===== src/rtl/if_fetch_hold.sv =====
// One-entry holding register for a fetch response that arrived while the inst FIFO was full.
module if_fetch_hold (
    input  logic        clk,
    input  logic        resetn,
    input  logic        load,
    input  logic        clear,
    input  logic [63:0] load_data,
    input  logic [31:0] load_pc,
    output logic        valid,
    output logic [63:0] data,
    output logic [31:0] pc
);

    always_ff @(posedge clk or negedge resetn) begin
        if (!resetn) begin
            valid <= 1'b0;
            data  <= '0;
            pc    <= '0;
        end else if (load) begin
            valid <= 1'b1;
            data  <= load_data;
            pc    <= load_pc;
        end else if (clear) begin
            valid <= 1'b0;
        end
    end

endmodule


===== config.mk =====
export PLATFORM = sky130hd
export DESIGN_NAME = if_fetch_hold
export DESIGN_NICKNAME = d
export VERILOG_FILES = /design/src/rtl/if_fetch_hold.sv
export SDC_FILE = /design/constraint.sdc
export NUM_CORES = 1
export LEC_CHECK = 0
export ABC_AREA = 1
export BUFFER_PORTS_ARGS = -buffer_cell sky130_fd_sc_hd__buf_2
export CAP_MARGIN = 20
export CELL_PAD_IN_SITES_DETAIL_PLACEMENT = 2
export CELL_PAD_IN_SITES_GLOBAL_PLACEMENT = 2
export CORE_AREA = 2 2 168 88
export CTS_BUF_LIST = sky130_fd_sc_hd__clkbuf_8
export CTS_CLUSTER_SIZE = 12
export DETAILED_ROUTE_END_ITERATION = 6
export DIE_AREA = 0 0 170 90
export PLACE_DENSITY_LB_ADDON = 0.1
export SETUP_SLACK_MARGIN = 0.15
export SLEW_MARGIN = 5
export SYNTH_ARGS = -nofsm -noshare
export SYNTH_HDL_FRONTEND = slang
export SYNTH_SLANG_ARGS = --single-unit

===== constraint.sdc =====
create_clock -name clk -period 0.85 [get_ports clk]
set_input_delay 0.17 -clock clk [delete_from_list [all_inputs] [get_ports clk]]
set_output_delay 0.17 -clock clk [all_outputs]
set_load 0.01 [all_outputs]

### Yosys cells after proc, flatten, opt, wreduce, memory -nomap -nowiden

Cells that the tools add are included.
W data, S select, Z words.

| word-level totals | value |
|---|---|
| bits in registers | 97 |
| bits in latches | 0 |
| bits in writable memories | 0 |
| ROM bits | 0 |
| input port bits | 100 |
| word-level logic and storage cells | 6 |
| memories kept | 0 |

| operators by class | value |
|---|---|
| add/sub/neg operators | 0 |
| multipliers | 0 |
| divide/modulo/power cells | 0 |
| order comparisons | 0 |
| eq/ne operators | 0 |
| shift-type cells | 0 |
| multiplexer cells | 2 |
| bitwise operators | 0 |
| reduce and logical (&&, ||, !) cells | 1 |

Operators with widths:

| operator | number |
|---|---|
| $mux W1 | 2 |
| $reduce_bool A2 Y1 | 1 |

### Logic depth before layout (Yosys ltp)

| logic depth | value |
|---|---|
| depth after elaboration | 2 |
| depth in mapped cells | 6 |
| depth with buffers taken out | 3 |

### Least setup slack after synthesis

OpenSTA, ideal clock, no wires.

| timing | value |
|---|---|
| path kind | input-to-reg |
| from | input port load |
| to | register data[31] |
| setup time | 117 ps |
| arrival time | 689 ps |
| required time | 733 ps |
| setup slack | 44 ps |
| stages on the path | 5 |
| path through | buf_4 > buf_6 > buf_2 > nand2_1 > nand2_1 |

RTL lines:

| what | RTL line | source |
|---|---|---|
| start: declaration | 5 | `input logic load,` |
| end signal: assignment | 21 | `data <= load_data;` |
| end: declaration | 10 | `output logic [63:0] data,` |

### Final worst setup path

| timing | value |
|---|---|
| from | register data[16] |
| to | output port data[16] |

No word-level cell between the ends.

==> reports/metrics.cfg <==
[run_status]
outcome = finished, violations left
violations = setup timing

[timing]
whs_ns = 0.0119
finalCritPeriodShare_pct = 131
rsz0062_at_grt = true
setup_viol = 99
clock.fmax_mhz = 897
worst_pin_slew_ns = 0.268
fin_ws_ns = -0.264
relSlewSlack_pct = 82.2
skew_ns = 0
finalHoldViolCount = 0
maxSlewViolCount = 0
min_period_ns = 1.11

[yosys]
yosysSeqAreaShare_pct = 66.1
syn-instance-count = 410
synth_cell_type_count = 7
synth.avg_cell_area_um2 = 8.95
syn_area_um2 = 3670
syn_nets = 510
yosys_warnings = 0
synth.ff_latch_count = 97

[detailed_routing]
drt_first_pass_iters = 3
drc = 0
dr.first_iter.drc_count = 145
vias_per_cell = 4.26
vias = 3992
detail-route-antenna-nets = 0
avgRoutedWirePerCell_um = 17.1
wirelength_um = 16000

[cts]
clk_latency_ns = 0.37
cts_tree = yes
numCtsBuffers = 9
clock_path_buffers = 2
cts_root_buf = clkbuf_8
htreeDepth = 3
clk_pin_slew_ns = 0.11
cts_sinks = 97

[power]
power_leakage_uw = 0.00383
cellPowerDensity_nw_per_um2 = 1620
pwr-share-clk_pct = 27.2
pwr-share-seq_pct = 47.3
switching_share_pct = 29.4
ir_worst_vdd_mv = 0.639
p_int_uw = 7950
p_comb_share_pct = 25.5
p_switching_uw = 3310

[critical_path]
critPathMaxFanout = 2
critPathLaunch = data[16]$_DFFE_PN0P_
critPathArrivalTime_ns = 0.94
critPathRequiredTime_ns = 0.68
start_kind = flip-flop
reg2reg_depth = 4
cp_top_family = flip-flops
end_kind = output pin
critPathKind = flip-flop to output pin
cp_cell_sequence = buf_6
critPathMaxStageDelay_ns = 0.43
cp_slowest_cell = dfrtp_1
crit_cells = 1
crit_buf_inv = 1
r2r_start = data[30]$_DFFE_PN0P_

[job]
cap_violations = 0

[cells_and_area]
regArea_um2 = 2430
drive_gt1_share_pct = 45.0
num-fill-cells = 1486
final_nets = 849
layout_common_cells = nand2_1, buf_2, dfrtp_1
layout_commonest_cell = nand2_1
area_delta_synth_final_pct = 89.3
multi_input_area_um2 = 1240
design_area_um2 = 6950

[floorplanning]
initial_core_util_pct = 26.3
coreArea_um2 = 14000
num_io_pins = 197
placementRows = 31
die_h_um = 90
dieWidth_um = 170
design.die.area_um2 = 15300

[min_path]
holdCritPathClass = input port to flip-flop
hold_depth = 3
hold_path.startpoint = load_pc[24]

[placed_design]
place_congestion = 0.742
dp_hpwl_um = 8980
port_buffers = 196
postPlaceCellArea_um2 = 4890

[global_route]
grt_max_degree = 56
grt_usage_pct = 19.7
grt_pass1_vias = 4365
grt_pass1_wl_um = 23600
antenna_found_initial = 0
grt_overflow = 0

## power by group through the flow
stage / clock (µW) / combinational (µW) / sequential [µW]
after floorplan: 0 / 518 / 5520
after global placement: 0 / 1650 / 5310
after detailed placement: 0 / 1700 / 5330
after CTS: 3200 / 2340 / 5260
after global routing: 3360 / 3140 / 5370
final: 3060 / 2870 / 5320
## cell families (layout without fill, tap and decap cells)
logic type | count (synthesis) | in the layout | synth area share, %
flip-flops | 97 | 97 | 66.1
buffers and inverters | 23 | 367 | 4.19
AND/OR/NAND/NOR | 290 | 290 | 29.7
other | 0 | 1 | 0
## what timing repair did
| action | 4_1_cts | 5_1_grt |
|---|---|---|
| setup buffers | 30 | 35 |
| hold buffers | 78 | 0 |
| endpoints found under the setup margin | 97 | 134 |
| resized for setup | 53 | 98 |
| hold endpoints to repair | 174 | 0 |
| pin swaps | 16 | 40 |
## sequential cells by signal (all words and copies together) (netlist names)
signal	count
valid	1
pc	32
data	64
## routing by layer
| metal | up-vias | global-route usage, % | part of all wire (%) | wire length, µm |
|---|---|---|---|---|
| met3 | 8 | 6.78 | 6.3 | 1000 |
| met4 | 0 | 3.42 | 0.61 | 97 |
| li1 | 1893 | - | - | - |
| met1 | 1987 | 24.5 | 42 | 6660 |
| met2 | 104 | 33.6 | 51 | 8200 |
| met5 | - | 0 | 0 | 0 |
## worst paths after layout
kind	endpoint	slack, ns
max	data[16]	-0.26
min	pc[24]$_DFFE_PN0P_	0.01
max reg2reg	data[30]$_DFFE_PN0P_	-0.03
min reg2reg	data[43]$_DFFE_PN0P_	0.48
max in group asynchronous	data[57]$_DFFE_PN0P_	0.22
min in group asynchronous	data[11]$_DFFE_PN0P_	0.17
## Yosys cell counts
cell | number | area share [%]
nand2_1 | 290 | 30
dfrtp_1 | 97 | 66
buf_2 | 13 | 1.8
buf_6 | 5 | 1.5
buf_4 | 3 | 0.61
inv_1 | 1 | 0.10
inv_4 | 1 | 0.17
## final cells by class
type	count	share of cell area, %
Timing Repair Buffer	349	40.9
Sequential cell	97	34.9
Multi-Input combinational cell	290	17.9
Tap cell	181	3.26
Clock buffer	12	2.38
Clock inverter	4	0.504
Inverter	2	0.144
Antenna cell	1	0.0360
## through the flow
step / setup TNS [ns] / total power (µW) / setup slack, ns / cells / utilization [%]
floorplan: 0 / 6030 / 0.0999 / 410 / -
global placement: -0.00207 / 6960 / -0.00207 / 776 / 35.0
detailed placement: -0.308 / 7030 / -0.0514 / 776 / 35.0
CTS: -24.00 / 10800 / -0.286 / 900 / 45.2
global route: -26.85 / 11900 / -0.310 / 935 / 49.7
finish: -21.88 / 11300 / -0.264 / 936 / 49.7
Note: power is estimated with default switching activity, not from simulation.
